### src/rtl/data_mem_requester.sv
// Purpose: latches one load/store from the MEM stage, drives the data memory and retires it with Done/Err.
// Latency: load 3 stall cycles + Done, store 4 stall cycles + Done (zero-delay memory, SETTLE_CYCLES=1).
// Backpressure: Stall holds the pipeline from request acceptance until the Done cycle; MemReady paces WAIT.
module data_mem_requester #(
    parameter int unsigned SETTLE_CYCLES = 1,
    parameter int unsigned TIMEOUT       = 255,
    parameter logic [31:0] ERR_DATA      = 32'h0
) (
    input  logic        clk,
    input  logic        rst_n,
    input  logic        MemRead,
    input  logic        MemWriteReq,
    input  logic [31:0] AddrIn,
    input  logic [31:0] WDataIn,
    output logic        Stall,
    output logic [31:0] RData,
    output logic        Done,
    output logic        Err,
    output logic        MemWrite,
    output logic [31:0] Address,
    output logic [31:0] WriteData,
    input  logic [31:0] ReadData,
    input  logic        MemReady
);

    typedef enum logic [1:0] {
        IDLE  = 2'd0,
        WAIT  = 2'd1,
        WRITE = 2'd2,
        DONE  = 2'd3
    } state_e;

    typedef struct packed {
        logic [31:0] addr;
        logic [31:0] wdata;
        logic        is_wr;
    } req_t;

    localparam logic [7:0] SETTLE_C  = 8'(SETTLE_CYCLES);
    localparam logic [7:0] TIMEOUT_C = 8'(TIMEOUT);
    localparam logic [7:0] TO_LAST_C = 8'(TIMEOUT - 1);

    state_e      state_q, state_d;
    req_t        req_q, req_d;
    logic [7:0]  cnt_q, cnt_d;
    logic [31:0] rdata_q, rdata_d;
    logic        err_q, err_d;
    logic        mem_write_q, mem_write_d;

    logic req;
    logic bad_req;

    assign req     = MemRead | MemWriteReq;
    assign bad_req = (AddrIn[1:0] != 2'b00) | (MemRead & MemWriteReq);

    always_comb begin
        state_d = state_q;
        req_d   = req_q;
        cnt_d   = cnt_q;
        rdata_d = rdata_q;
        err_d   = err_q;
        Stall   = 1'b0;
        Done    = 1'b0;
        Err     = 1'b0;

        unique case (state_q)
            IDLE: begin
                if (req) begin
                    Stall = 1'b1;
                    if (bad_req) begin
                        rdata_d = ERR_DATA;
                        err_d   = 1'b1;
                        state_d = DONE;
                    end else begin
                        req_d.addr  = AddrIn;
                        req_d.wdata = WDataIn;
                        req_d.is_wr = MemWriteReq;
                        cnt_d       = 8'd0;
                        state_d     = WAIT;
                    end
                end
            end
            WAIT: begin
                Stall = 1'b1;
                if (cnt_q != TIMEOUT_C) begin
                    cnt_d = cnt_q + 8'd1;
                end
                // MemReady may still reflect the previous address until the settle window passes
                if ((cnt_q >= SETTLE_C) && MemReady) begin
                    if (req_q.is_wr) begin
                        state_d = WRITE;
                    end else begin
                        rdata_d = ReadData;
                        state_d = DONE;
                    end
                end else if (cnt_q == TO_LAST_C) begin
                    rdata_d = ERR_DATA;
                    err_d   = 1'b1;
                    state_d = DONE;
                end
            end
            WRITE: begin
                Stall   = 1'b1;
                state_d = DONE;
            end
            DONE: begin
                Done    = 1'b1;
                Err     = err_q;
                err_d   = 1'b0;
                state_d = IDLE;
            end
            default: begin
                state_d = IDLE;
            end
        endcase
    end

    // Strobe comes straight from a flop so the memory never sees a decode glitch.
    assign mem_write_d = (state_d == WRITE);

    always_ff @(posedge clk or negedge rst_n) begin
        if (!rst_n) begin
            state_q     <= IDLE;
            req_q       <= '0;
            cnt_q       <= 8'd0;
            rdata_q     <= 32'h0;
            err_q       <= 1'b0;
            mem_write_q <= 1'b0;
        end else begin
            state_q     <= state_d;
            req_q       <= req_d;
            cnt_q       <= cnt_d;
            rdata_q     <= rdata_d;
            err_q       <= err_d;
            mem_write_q <= mem_write_d;
        end
    end

    assign RData     = rdata_q;
    assign MemWrite  = mem_write_q;
    assign Address   = req_q.addr;
    assign WriteData = req_q.wdata;

    a_write_one_cycle: assert property (@(posedge clk) disable iff (!rst_n) MemWrite |=> !MemWrite);
    a_done_one_cycle:  assert property (@(posedge clk) disable iff (!rst_n) Done |=> !Done);
    a_err_with_done:   assert property (@(posedge clk) disable iff (!rst_n) Err |-> Done);

endmodule

### config.mk
export PLATFORM = sky130hd
export DESIGN_NAME = data_mem_requester
export DESIGN_NICKNAME = d
export VERILOG_FILES = /design/src/rtl/data_mem_requester.sv
export SDC_FILE = /design/constraint.sdc
export NUM_CORES = 1
export LEC_CHECK = 0
export ABC_CLOCK_PERIOD_IN_PS = 2300
export BUFFER_PORTS_ARGS = -buffer_cell sky130_fd_sc_hd__buf_4
export CORE_UTILIZATION = 25
export CTS_CLUSTER_DIAMETER = 100
export DETAILED_ROUTE_END_ITERATION = 16
export HOLD_SLACK_MARGIN = 0.08
export MAX_ROUTING_LAYER = met4
export PLACE_DENSITY_LB_ADDON = 0.15
export SLEW_MARGIN = 20
export SYNTH_ARGS = -nofsm -noshare
export SYNTH_HDL_FRONTEND = slang
export SYNTH_SLANG_ARGS = --single-unit
### constraint.sdc
create_clock -name clk -period 2.3 [get_ports clk]
set_clock_uncertainty 0.2 [all_clocks]
set_input_delay 0.46 -clock clk [delete_from_list [all_inputs] [get_ports clk]]
set_output_delay 0.46 -clock clk [all_outputs]
set_load 0.02 [all_outputs]
==> metrics.csv <==
stage,metric,value,unit
status,run_status,"finished, final reports clean",
floorplanning,ios,201,
pwr,ir_drop,0.416,mV
cts,root_buffer,clkbuf_16,
route,routed_wl,11800,um
synth,ys_ff_latch,109,
floorplanning,die-area,21100,um^2
synth,synthTopCellsByArea,"dfrtp_1, mux2_2, buf_4",
floorplanning,die_w,145,um
global_route,grt_overflow,0,
timing,relSlewSlack,0.603,
cts,tritoncts,yes,
cts,cts.clk_slew.worst_paths,0.08,ns
route,drc,0,
synth,synthCells,455,
worst_hold_path,worst_hold_path_type,primary input to flop,
timing,clock.fmax,457,MHz
global_route,grt_pass1_wl,19400,um
cells_and_area,fillers,2076,
global_route,grt_pass1_vias,3730,
cts,clock_latency,0.35,ns
pwr,p_leak,3.26,nW
synth,syn_area,5140,um^2
route,drt_iter0_markers,67,
setup_path,critPathKind,flop to flop,
synth,synth.most_common_cell,dfrtp_1,
cells_and_area,n_antenna_cell,0,
floorplanning,start_util,0.255,
setup_path,endpoint_kind,flop,
synth,avgSynthCellArea,11.3,um^2
floorplanning,core,20200,um^2
timing,min_period_over_period,0.951,
global_route,antenna_found_initial,0,
synth,synth_common_cells,"dfrtp_1, nand2_1, buf_4",
cts,clock_path_buffers,2,
timing,final_max_slew_viol_count,0,
placed_design,port-buffer-count,200,
placed_design,dp_hpwl,8380,um
setup_path,cp.required,2.34,ns
timing,hold_violations,0,
global_route,globalRouteTotalUtil,0.118,
cts,numCtsBuffers,9,
synth,synth.top_cell.area_share,0.530,
route,post_drt_wl_per_cell,13.5,um
setup_path,worst_ep_arrival_time,2.22,ns
synth,ys_seq_area_frac,0.530,
cells_and_area,layout-drive-gt1-share,0.512,
setup_path,crit_path_max_fanout,32,
route,routed_via_density,4.11,
synth,synth-edff-count,0,
route,vias,3580,
route,final_antenna_net_count,0,
setup_path,crit_path_start_kind,flop,
cells_and_area,final_core_util,0.341,
floorplanning,row_count,52,
timing,setup_violations,0,
pwr,p_total,9.36,mW
floorplanning,die_y,145,um
run,drv_cap,0,
timing,worst_pin_slew,0.596,ns
synth,yosys_warnings,0,
cells_and_area,multiInputGateArea,1800,um^2
route,first_pass_iters,4,
global_route,grt_max_degree,110,
synth,synth_top_area_cell,dfrtp_1,
timing,grt_setup_unrepaired,yes,
timing,holdWs,0.133,ns
synth,yosysUniqueCellTypes,38,
synth,async_reset_ff_frac,1.00,
timing,period_minus_slack,2.19,ns
cts,htree_levels,3,
synth,synthFlopType,dfrtp_1,
cells_and_area,fin_nets,706,
cells_and_area,area.growth.synth_to_final,33.7,%
pwr,powerDensity,1360,nW/um^2
placed_design,place.gp.congestion,0.773,
cells_and_area,seqCellArea,2730,um^2
cts,cts_sinks,109,
synth,synth_nets,564,
==> cell type report <==
class,count,share of cell area
clock buffers,9,0.0328
clock inverters,7,0.00910
inverters,8,0.00437
multi-input cells,253,0.261
flip-flops and latches,109,0.397
well taps,270,0.0491
repair buffers,216,0.247
==> power breakdown <==
group,total (mW),leakage (nW),switching (mW),internal (mW)
Combinational,4.63,1.74,2.48,2.15
Sequential,3.22,1.38,0.476,2.74
Clock,1.51,0.135,0.760,0.751
Total,9.36,3.26,3.72,5.65
==> layer usage <==
metal | track usage | up-vias | routed length (um)
met5 | - | - | 0
met4 | 0.0500 | 0 | 219
met3 | 0.0207 | 13 | 447
met2 | 0.198 | 96 | 6050
met1 | 0.139 | 1726 | 5070
li1 | - | 1745 | -
==> what timing repair did <==
action                                 CTS  global route
endpoints found under the hold margin  109             0
hold buffers                             1             0
setup buffers                            2             2
pin swaps                                1             1
cloned                                   0             1
setup endpoints to repair                1            33
resized for setup                        4             3
==> stage by stage <==
step | setup WS, ns | cell area [um^2] | TNS, ns | instances
global route | -0.00233 | 6870 | -0.00233 | 872
detailed placement | 0.0557 | 6490 | 0 | 850
CTS | 0.0164 | 6820 | 0 | 869
floorplan | 0.229 | 5140 | 0 | 455
global placement | 0.0890 | 6490 | 0 | 850
finish | 0.113 | 6870 | 0 | 872
==> critical path: stages (launching register included) <==
cell	delay (ns)
dfrtp_1	0.43
inv_1	0.10
ha_1	0.20
nor4b_2	0.16
buf_4	0.15
a21o_1	0.20
o221ai_4	0.26
clkbuf_16	0.27
o21ai_1	0.09
==> kinds of logic (layout without fill, tap and decap cells) <==
family,count (synthesis),in the layout,synth area share
AND/OR/NAND/NOR,121,121,0.109
flip-flops,109,109,0.530
buffers and inverters,93,240,0.128
multiplexers,63,63,0.138
AO/OA/AOI/OAI,53,53,0.0616
adder cells (fa/ha/maj),8,8,0.0195
XOR/XNOR,8,8,0.0136
==> state kept, by name, indices dropped and copies added (netlist names) <==
register,count
Address,32
RData,32
WriteData,32
cnt_q,8
state_q,2
MemWrite,1
err_q,1
req_q,1
==> cell usage in the layout (no fill, tap or decap), types with 4 or more instances in the layout <==
master     count
nand4_1        7
ha_1           6
o21ai_1       30
buf_12         4
buf_4        209
clkbuf_16     10
inv_1          6
mux2_2        62
nor2_1        12
xor2_1         4
nand2_1       76
o21ai_0        8
xnor2_1        4
dfrtp_1      109
nand3_1        8
==> worst paths after layout <==
kind                            startpoint      endpoint  slack, ns  cells past startpoint
worst max-delay path              cnt_q[0]     RData[18]       0.11                      8
worst min-delay path            WDataIn[2]  WriteData[2]       0.13                      2
worst max register to register    cnt_q[0]     RData[18]       0.11                      8
worst min register to register    RData[2]      RData[2]       0.29                      2
max in group asynchronous            rst_n   Address[19]       0.92                      3
min in group asynchronous            rst_n   Address[31]       0.53                      3
Note: power is estimated with default switching activity, not from simulation.
